===== config.mk =====
export PLATFORM = sky130hd
export DESIGN_NAME = cv32e40p_apu_arbiter
export DESIGN_NICKNAME = d
export VERILOG_FILES = /design/src/rtl/cv32e40p_apu_arbiter.sv
export SDC_FILE = /design/constraint.sdc
export NUM_CORES = 1
export LEC_CHECK = 0
export CAP_MARGIN = 20
export CORE_AREA = 2 2 267 269
export CTS_CLUSTER_DIAMETER = 40
export CTS_CLUSTER_SIZE = 16
export DETAILED_ROUTE_END_ITERATION = 7
export DIE_AREA = 0 0 269 271
export PLACE_DENSITY_LB_ADDON = 0.3
export REMOVE_ABC_BUFFERS = 1
export SLEW_MARGIN = 20
export SYNTH_ARGS = -nofsm -noshare
export SYNTH_HDL_FRONTEND = slang
export SYNTH_SLANG_ARGS = --single-unit

===== constraint.sdc =====
create_clock -name clk_i -period 6 [get_ports clk_i]
set_input_delay 1.5 -clock clk_i [delete_from_list [all_inputs] [get_ports clk_i]]
set_output_delay 1.5 -clock clk_i [all_outputs]
set_load 0.05 [all_outputs]

===== src/rtl/cv32e40p_apu_arbiter.sv =====
// Shares one APU/FPU between NUM_CORES cores: round-robin request arbitration with a
// request-hold lock, and an in-order ID FIFO that routes each response to its issuer.
module cv32e40p_apu_arbiter #(
  parameter int NUM_CORES       = 4,
  parameter int MAX_OUTSTANDING = 2,
  parameter int NARGS           = 3,
  parameter int WOP             = 6,
  parameter int NDSFLAGS        = 15,
  parameter int NUSFLAGS        = 5
) (
  input  logic                                   clk_i,
  input  logic                                   rst_ni,
  input  logic [NUM_CORES-1:0]                   core_req_i,
  output logic [NUM_CORES-1:0]                   core_gnt_o,
  input  logic [NUM_CORES*NARGS*32-1:0]          core_operands_i,
  input  logic [NUM_CORES*WOP-1:0]               core_op_i,
  input  logic [NUM_CORES*NDSFLAGS-1:0]          core_flags_i,
  output logic [NUM_CORES-1:0]                   core_rvalid_o,
  output logic [31:0]                            core_result_o,
  output logic [NUSFLAGS-1:0]                    core_flags_o,
  output logic                                   fpu_req_o,
  input  logic                                   fpu_gnt_i,
  output logic [NARGS*32-1:0]                    fpu_operands_o,
  output logic [WOP-1:0]                         fpu_op_o,
  output logic [NDSFLAGS-1:0]                    fpu_flags_o,
  input  logic                                   fpu_rvalid_i,
  input  logic [31:0]                            fpu_result_i,
  input  logic [NUSFLAGS-1:0]                    fpu_flags_i,
  output logic [$clog2(MAX_OUTSTANDING+1)-1:0]   outstanding_o,
  output logic                                   resp_err_o
);

  localparam int IW  = $clog2(NUM_CORES);
  localparam int CW  = $clog2(MAX_OUTSTANDING + 1);
  localparam int PW  = (MAX_OUTSTANDING > 1) ? $clog2(MAX_OUTSTANDING) : 1;
  localparam int OPW = NARGS * 32;

  // Handshake: a request transfers in the cycle where req and gnt are both high; once
  // raised, req and its payload hold until that cycle. rvalid is a single-cycle strobe.

  logic [IW-1:0] rr_ptr_q;
  logic          lock_q;
  logic [IW-1:0] lock_id_q;
  logic          lock_d;
  logic [IW-1:0] lock_id_d;
  logic          lock_live;
  logic [IW-1:0] scan_idx;
  logic [IW-1:0] rr_winner;
  logic [IW-1:0] winner;
  logic          any_req;
  logic          full;
  logic          grant;
  logic          pop;
  logic [IW-1:0] fifo_q [MAX_OUTSTANDING];
  logic [PW-1:0] wr_ptr_q;
  logic [PW-1:0] rd_ptr_q;
  logic [CW-1:0] count_q;
  logic [IW-1:0] head;
  logic          resp_err_q;

  function automatic logic [PW-1:0] ptr_inc(input logic [PW-1:0] p);
    return (p == PW'(MAX_OUTSTANDING - 1)) ? '0 : p + PW'(1);
  endfunction

  // First requester at or after rr_ptr, wrapping around the core list.
  always_comb begin
    any_req   = 1'b0;
    rr_winner = '0;
    scan_idx  = '0;
    for (int i = 0; i < NUM_CORES; i++) begin
      scan_idx = IW'((32'(rr_ptr_q) + 32'(i)) % 32'(NUM_CORES));
      if (!any_req && core_req_i[scan_idx]) begin
        any_req   = 1'b1;
        rr_winner = scan_idx;
      end
    end
  end

  // A lock whose owner withdrew its request is ignored so arbitration restarts at once.
  assign lock_live = lock_q && core_req_i[lock_id_q];
  assign winner    = lock_live ? lock_id_q : rr_winner;
  assign full      = (count_q == CW'(MAX_OUTSTANDING));
  assign fpu_req_o = any_req && !full;
  assign grant     = fpu_req_o && fpu_gnt_i;
  assign pop       = fpu_rvalid_i && (count_q != '0);
  assign head      = fifo_q[rd_ptr_q];

  always_comb begin
    fpu_operands_o = '0;
    fpu_op_o       = '0;
    fpu_flags_o    = '0;
    core_gnt_o     = '0;
    core_rvalid_o  = '0;
    for (int k = 0; k < NUM_CORES; k++) begin
      if (any_req && (winner == IW'(k))) begin
        fpu_operands_o = core_operands_i[k*OPW +: OPW];
        fpu_op_o       = core_op_i[k*WOP +: WOP];
        fpu_flags_o    = core_flags_i[k*NDSFLAGS +: NDSFLAGS];
      end
      core_gnt_o[k]    = grant && (winner == IW'(k));
      core_rvalid_o[k] = pop && (head == IW'(k));
    end
  end

  // While full no request reaches the FPU, so an existing lock must survive that stall.
  always_comb begin
    lock_d    = 1'b0;
    lock_id_d = lock_id_q;
    if (lock_live && full) begin
      lock_d = 1'b1;
    end else if (fpu_req_o && !fpu_gnt_i) begin
      lock_d    = 1'b1;
      lock_id_d = winner;
    end
  end

  always_ff @(posedge clk_i or negedge rst_ni) begin
    if (!rst_ni) begin
      rr_ptr_q   <= '0;
      lock_q     <= 1'b0;
      lock_id_q  <= '0;
      resp_err_q <= 1'b0;
    end else begin
      lock_q     <= lock_d;
      lock_id_q  <= lock_id_d;
      resp_err_q <= fpu_rvalid_i && (count_q == '0);
      if (grant) begin
        rr_ptr_q <= (winner == IW'(NUM_CORES - 1)) ? '0 : winner + IW'(1);
      end
    end
  end

  always_ff @(posedge clk_i or negedge rst_ni) begin
    if (!rst_ni) begin
      wr_ptr_q <= '0;
      rd_ptr_q <= '0;
      count_q  <= '0;
      for (int i = 0; i < MAX_OUTSTANDING; i++) begin
        fifo_q[i] <= '0;
      end
    end else begin
      if (grant) begin
        fifo_q[wr_ptr_q] <= winner;
        wr_ptr_q         <= ptr_inc(wr_ptr_q);
      end
      if (pop) begin
        rd_ptr_q <= ptr_inc(rd_ptr_q);
      end
      if (grant && !pop) begin
        count_q <= count_q + CW'(1);
      end else if (!grant && pop) begin
        count_q <= count_q - CW'(1);
      end
    end
  end

  assign core_result_o = fpu_result_i;
  assign core_flags_o  = fpu_flags_i;
  assign outstanding_o = count_q;
  assign resp_err_o    = resp_err_q;

endmodule


Yosys cells after proc, flatten, opt, wreduce, memory -nomap -nowiden --
Cells that the tools add are included.
Word-level totals: flip-flop bits (word level) 14, bits of input ports 513, word-level logic and storage cells 117
Cells by class: add/sub/neg operators 8, magnitude comparators 8, eq/ne operators 7, muxes and demuxes 44, bitwise logic cells 3, reduce and logical (&&, ||, !) cells 38
Operators with widths (number):
- two-way mux 96 bit | 4
- two-way mux 15 bit | 4
- logical AND 1 bit | 25
- two-way mux 2 bit | 12
- two-way mux 6 bit | 4
- < comparator 2 x 3 -> 1 bit (second input constant) | 5
- two-way mux 1 bit | 13
- binary-select mux 1 bit (select 2 bit) | 5
- equality test 2 bit (second input constant) | 5
- logical NOT 1 bit | 7
- adder 2 x 1 -> 2 bit (second input constant) | 3
- logical NOT 2 bit | 3
- adder 2 bit (second input constant) | 2
- bitwise mux 4 bit | 1
- equality test 2 x 1 -> 1 bit (second input constant) | 2
- greater-or-equal comparator 2 bit (second input constant) | 2
- NOT 1 -> 2 bit | 2
- nonzero test 2 bit | 2
- adder 1 bit (second input constant) | 2
- demux 2 bit (select 1 bit) | 1
- < comparator 2 x 1 -> 1 bit (second input constant) | 1
- AND reduction 2 bit | 1
- subtractor 2 x 1 -> 2 bit (second input constant) | 1
- NOT 1 bit | 1

Logic depth before layout (Yosys ltp) --
Gate-level depths: netlist of run 1.
depth in word-level cells 19, depth in mapped cells 13, mapped depth without buffers 9

Worst setup path after synthesis of run 1 --
Ideal clock, no wire load.
path type input-to-output, from in core_req_i[2], to out fpu_operands_o[64], arrival 4076 ps, required time 4500 ps, path slack 424 ps, stages 12, path buffers 3, cells stage by stage mux2i_1 > o22ai_1 > or3_1 > and2_1 > ha_1 > nor2b_1 > clkbuf_1 > buf_2 > clkbuf_1 > a22oi_1 > o21ai_0 > a22o_1
On the way: word-level cells in the longest chain between the ends 19, elaborated cells between the ends (all ways) 38, those cells by class 3 x eq/ne; 23 x mux; 12 x reduce/logical
Ends and longest elaborated chain:
- start: declaration | RTL line 13 | input logic [NUM_CORES-1:0] core_req_i,
- binary-select mux 1 bit (select 2 bit) | RTL line 72 | if (!any_req && core_req_i[scan_idx]) begin
- two-way mux 1 bit (not written as such) | RTL line 72
- two-way mux 1 bit | RTL line 72
- logical NOT 1 bit | RTL line 72
- logical AND 1 bit | RTL line 72
- two-way mux 1 bit | RTL line 72
- logical NOT 1 bit | RTL line 72
- logical AND 1 bit | RTL line 72
- two-way mux 1 bit | RTL line 72
- logical NOT 1 bit | RTL line 72
- logical AND 1 bit | RTL line 72
- two-way mux 2 bit | RTL line 72
- two-way mux 2 bit | RTL line 81 | assign winner = lock_live ? lock_id_q : rr_winner;
- logical NOT 2 bit | RTL line 95 | if (any_req && (winner == IW'(k))) begin
- logical AND 1 bit | RTL line 95
- two-way mux 96 bit (3 in series) | RTL line 95
- two-way mux 96 bit * | RTL line 95
- end: declaration | RTL line 23 | output logic [NARGS*32-1:0] fpu_operands_o,
Every way passes the cells marked *; elsewhere a longest branch is shown, timed or not. The select of a mux whose other input is x is not followed.

Final worst setup path of run 1 --
from in core_req_i[3], to out fpu_operands_o[63]
The elaborated chain is that of the path after synthesis.

==> reports/results.tsv, run 1 <==
stage	metric	value	unit
critical_path	delay-heaviest family, CP	buffers and inverters	
logic_synthesis	ys async rst share	100	%
min_path	HP Start	outstanding_o[1]	
logic_synthesis	synthesized flop and latch total	14	
grt	antenna violations before repair	8	
logic_synthesis	register area share after synthesis	7.75	%
logic_synthesis	Yosys cell types	48	
detailed_routing	drt pass-1 iters	5	
grt	vias in the first global route	8269	
clock_network	Reg clk slew, reported paths	0.05	ns
critical_path	r2r worst-path depth	7	
run_status	status	finished clean	
clock_network	Clock Path Buffers	2	
clock_network	Worst-Skew Late Latency	0.24	ns
pwr	Max IR drop VDD	336	uV
detailed_routing	via count	7972	
sta	RSZ-0062 raised after global routing	false	
grt	gr usage total	10.2	%
placed_design	IO Port Bufs	604	
min_path	Hold Crit Class	flop to flop	
placed_design	GP Congestion	0.926	
critical_path	Buf+Inv Stages, Crit Path	5	
clock_network	clk sinks	14	
critical_path	critical path cell sequence	dlygate4sd2_1 > nor4bb_1 > a211oi_1 > o211a_1 > or2_2 > ha_1 > nor2b_4 > buf_4 > buf_12 > clkbuf_16 > a22oi_1 > o21ai_0 > a22o_1 > buf_12	
detailed_routing	drt drc	0	
detailed_routing	wire per inst	18.7	um
critical_path	Worst Setup End Kind	primary output	
finish	Area growth syn-to-layout	195	%
sta	final hold violations	0	
grt	largest net degree at the start of global routing	50	
critical_path	Worst setup SP type	input port	
critical_path	FF-to-FF setup slack	3.88	ns
logic_synthesis	Area contributors post-synth	a22o_1 23%, a22oi_1 19%, o21ai_0 14%, nand2_1 10%, dfrtp_1 7.7%	
floorplanning	die width	269	um
grt	met3 usage	3.52	%
sta	final setup violation count	0	
flow_run	max_cap viols	0	
floorplanning	core area	69800	um^2
pwr	static leakage	0.00493	uW
finish	Final Non-Filler Cells	2208	
sta	post-layout minimum cycle time	5.77	ns
pwr	Clk pwr share	1.3	%
floorplanning	num ports	679	
grt	gr busiest metal	met2	
logic_synthesis	Post-synth EDFFs	0	
sta	f_max	0.173	GHz
critical_path	FF-to-FF Start	lock_id_q[1]	
critical_path	critical path type	input port to primary output	
clock_network	Root Buffer	clkbuf_16	
logic_synthesis	Synth warnings	0	
placed_design	Final HPWL DP	33.9	mm
detailed_routing	total wire length	41.3	mm
clock_network	cts bufs inserted	3	
detailed_routing	Iteration-0 DRC Markers	407	
sta	Max Slew Vio Count	0	
sta	period utilization	96.2	%
finish	layout cells sized above 1	17.5	%
logic_synthesis	mapped cell area	4520	um^2
pwr	Pwr Density	841	nW/um^2
grt	grt met2 use	18.4	%
pwr	combinational cell fraction of total power	96.9	%
placed_design	Cells after DPL	2198	
pwr	P_int	5140	uW
critical_path	crit path DAT	4.27	ns
critical_path	Max stage delay on crit path	0.32	ns
critical_path	WP data required	4.50	ns
floorplanning	FP Rows	97	
critical_path	Worst Path Max Fanout	28	
min_path	Hold EP	resp_err_o	
min_path	hold depth	1	
critical_path	Reg-to-Reg End	rr_ptr_q[1]	
grt	global-route wire length before repair	55.5	mm
sta	Tightest Pin Transition	0.647	ns
logic_synthesis	Synth top area share	22.7	%
sta	Max-Slew Margin vs Limit	56.7	%
critical_path	Slowest cell on crit path	nor4bb_1	
finish	Final nets	1785	
detailed_routing	Via density	3.61	
pwr	net switching power	6060	uW
detailed_routing	Detail Route Antenna Nets	0	
critical_path	Worst path most repeated cell	buf_12	
floorplanning	Starting Density	6.48	%
pwr	Seq pwr share	1.8	%
logic_synthesis	post-synthesis cell count	694	
finish	fill count	7723	
grt	GRT overflow	0	
clock_network	CTS tree	yes	
floorplanning	Vert. Die Dim	271	um
pwr	sw frac	54.1	%
clock_network	H-tree levels	1	
logic_synthesis	ys flop type	dfrtp_1	
logic_synthesis	syn avg cell area	6.52	um^2
sta	worst clock skew	0.00114	ns
finish	fin util	19.1	%
logic_synthesis	post-synth top area cell	a22o_1	
grt	global routing usage on met1	11.6	%
floorplanning	die area	72900	um^2
-- power groups by stage --
stage          combinational, uW  clock, uW  sequential (uW)
2_1_floorplan               5170          0              221
3_3_place_gp               10800          0              202
3_5_place_dp               10800          0              205
4_1_cts                    11000        144              204
5_1_grt                    11400        148              213
6_report                   10900        141              205
-- final cells by class --
| class | count | area [um^2] | share of cell area, % |
|---|---|---|---|
| Antenna cell | 2 | 5.00 | 0.0375 |
| Clock buffer | 4 | 88.8 | 0.666 |
| Inverter | 3 | 11.3 | 0.0845 |
| Multi-Input combinational cell | 560 | 3610 | 27.1 |
| Sequential cell | 14 | 350 | 2.63 |
| Tap cell | 940 | 1180 | 8.82 |
| Timing Repair Buffer | 685 | 8090 | 60.7 |
-- layout by cell type (no fill, tap or decap), drive strengths merged, types with 2 or more instances in the layout --
cell type	Yosys	final
o31ai	3	3
clkbuf	66	6
xor2	3	3
a22oi	116	116
or3	2	2
nor2	12	12
nand3	2	2
and2	6	6
o22a	2	2
nor3	2	2
mux2i	2	2
diode	0	2
o21ai	124	124
inv	3	3
buf	51	200
dlymetal6s2s	0	2
or2	2	2
nor2b	4	4
dfrtp	14	14
nand2b	4	4
a211oi	2	2
a22o	117	117
nand2	125	125
a21oi	5	5
clkdlybuf4s50	0	479
ha	5	5
xnor2	2	2
-- worst max-delay path by stage --
stage	from	end	slack [ns]	cells past startpoint
finish	core_req_i[3]	fpu_operands_o[63]	0.23	14
global route	core_req_i[3]	fpu_op_o[0]	0.05	14
CTS	core_req_i[1]	fpu_operands_o[21]	0.01	14
detailed placement	core_req_i[2]	fpu_operands_o[71]	-0.28	13
global placement	core_req_i[2]	fpu_operands_o[71]	-0.17	13
floorplan	core_req_i[2]	fpu_flags_o[0]	-4.17	9
-- flip-flops by register name (all words and copies together), names as in the netlist --
signal / flops
fifo_q: 4
lock_id_q: 2
outstanding_o: 2
rr_ptr_q: 2
lock_q: 1
rd_ptr_q: 1
resp_err_o: 1
wr_ptr_q: 1
-- cells by family after synthesis --
family,share of synthesized area (%)
DFF,7.75
and+or+nand+nor,16.0
buffers and inverters,13.9
xor gates and xnor gates,0.968
adders and majority gates,1.38
AOI/OAI and AO/OA,59.3
muxes,0.692
-- worst reg2reg max path: cells and delay by family (launching register included) --
family          cells  cell delay [ns]
mux                 2             0.54
simple gates        2             0.48
flops               1             0.47
fa+ha+maj           1             0.25
buf+inv             1             0.16
compound gates      1             0.11
-- stage by stage --
| step | setup WS (ns) | setup TNS (ns) | hold WS (ns) | instance area [um^2] | power (uW) |
|---|---|---|---|---|---|
| 2_1_floorplan | -4.17 | -488.51 | 0.501 | 3910 | 5390 |
| 3_3_place_gp | -0.171 | -0.413 | 0.524 | 13100 | 11000 |
| 3_5_place_dp | -0.278 | -1.02 | 0.531 | 13100 | 11000 |
| 4_1_cts | 0.0111 | 0 | 0.540 | 13300 | 11300 |
| 5_1_grt | 0.0491 | 0 | 0.559 | 13300 | 11700 |
| 6_report | 0.229 | 0 | 0.539 | 13300 | 11200 |
-- per-layer routing --
metal	share of wire, %	routed length [um]	up-vias
li1	-	-	3781
met1	39	16000	3650
met2	48	20000	499
met3	11	4690	34
met4	1.3	525	8
met5	0.12	50	-
-- cell usage after synthesis (3+ instances only) --
| cell type | instances |
|---|---|
| o21ai_0 | 123 |
| ha_1 | 5 |
| buf_1 | 4 |
| a21oi_1 | 5 |
| buf_4 | 37 |
| nand2_1 | 125 |
| dfrtp_1 | 14 |
| a22oi_1 | 116 |
| nand2b_1 | 4 |
| nor2_1 | 12 |
| a22o_1 | 117 |
| inv_1 | 3 |
| buf_2 | 6 |
| and2_1 | 6 |
| o31ai_1 | 3 |
| nor2b_1 | 4 |
| clkbuf_1 | 66 |
| xor2_1 | 3 |
| buf_6 | 4 |
-- what timing repair did --
item	in CTS	in global routing
hold buffers	0	0
pin swaps	0	1
setup buffers	2	0
resized for setup	8	8
endpoints found under the setup margin	33	91
cloned	1	1
Power figures use the tool's default switching activity.
==> inputs of run 2 (changes only) <==
--- a/config.mk
+++ b/config.mk
@@ -8,7 +8,6 @@
 export CAP_MARGIN = 20
 export CORE_AREA = 2 2 267 269
 export CTS_CLUSTER_DIAMETER = 40
-export CTS_CLUSTER_SIZE = 16
 export DETAILED_ROUTE_END_ITERATION = 7
 export DIE_AREA = 0 0 269 271
 export PLACE_DENSITY_LB_ADDON = 0.3
==> results of run 2 <==
Same layout as run 1: the final DEF is identical, and so are final timing and power.
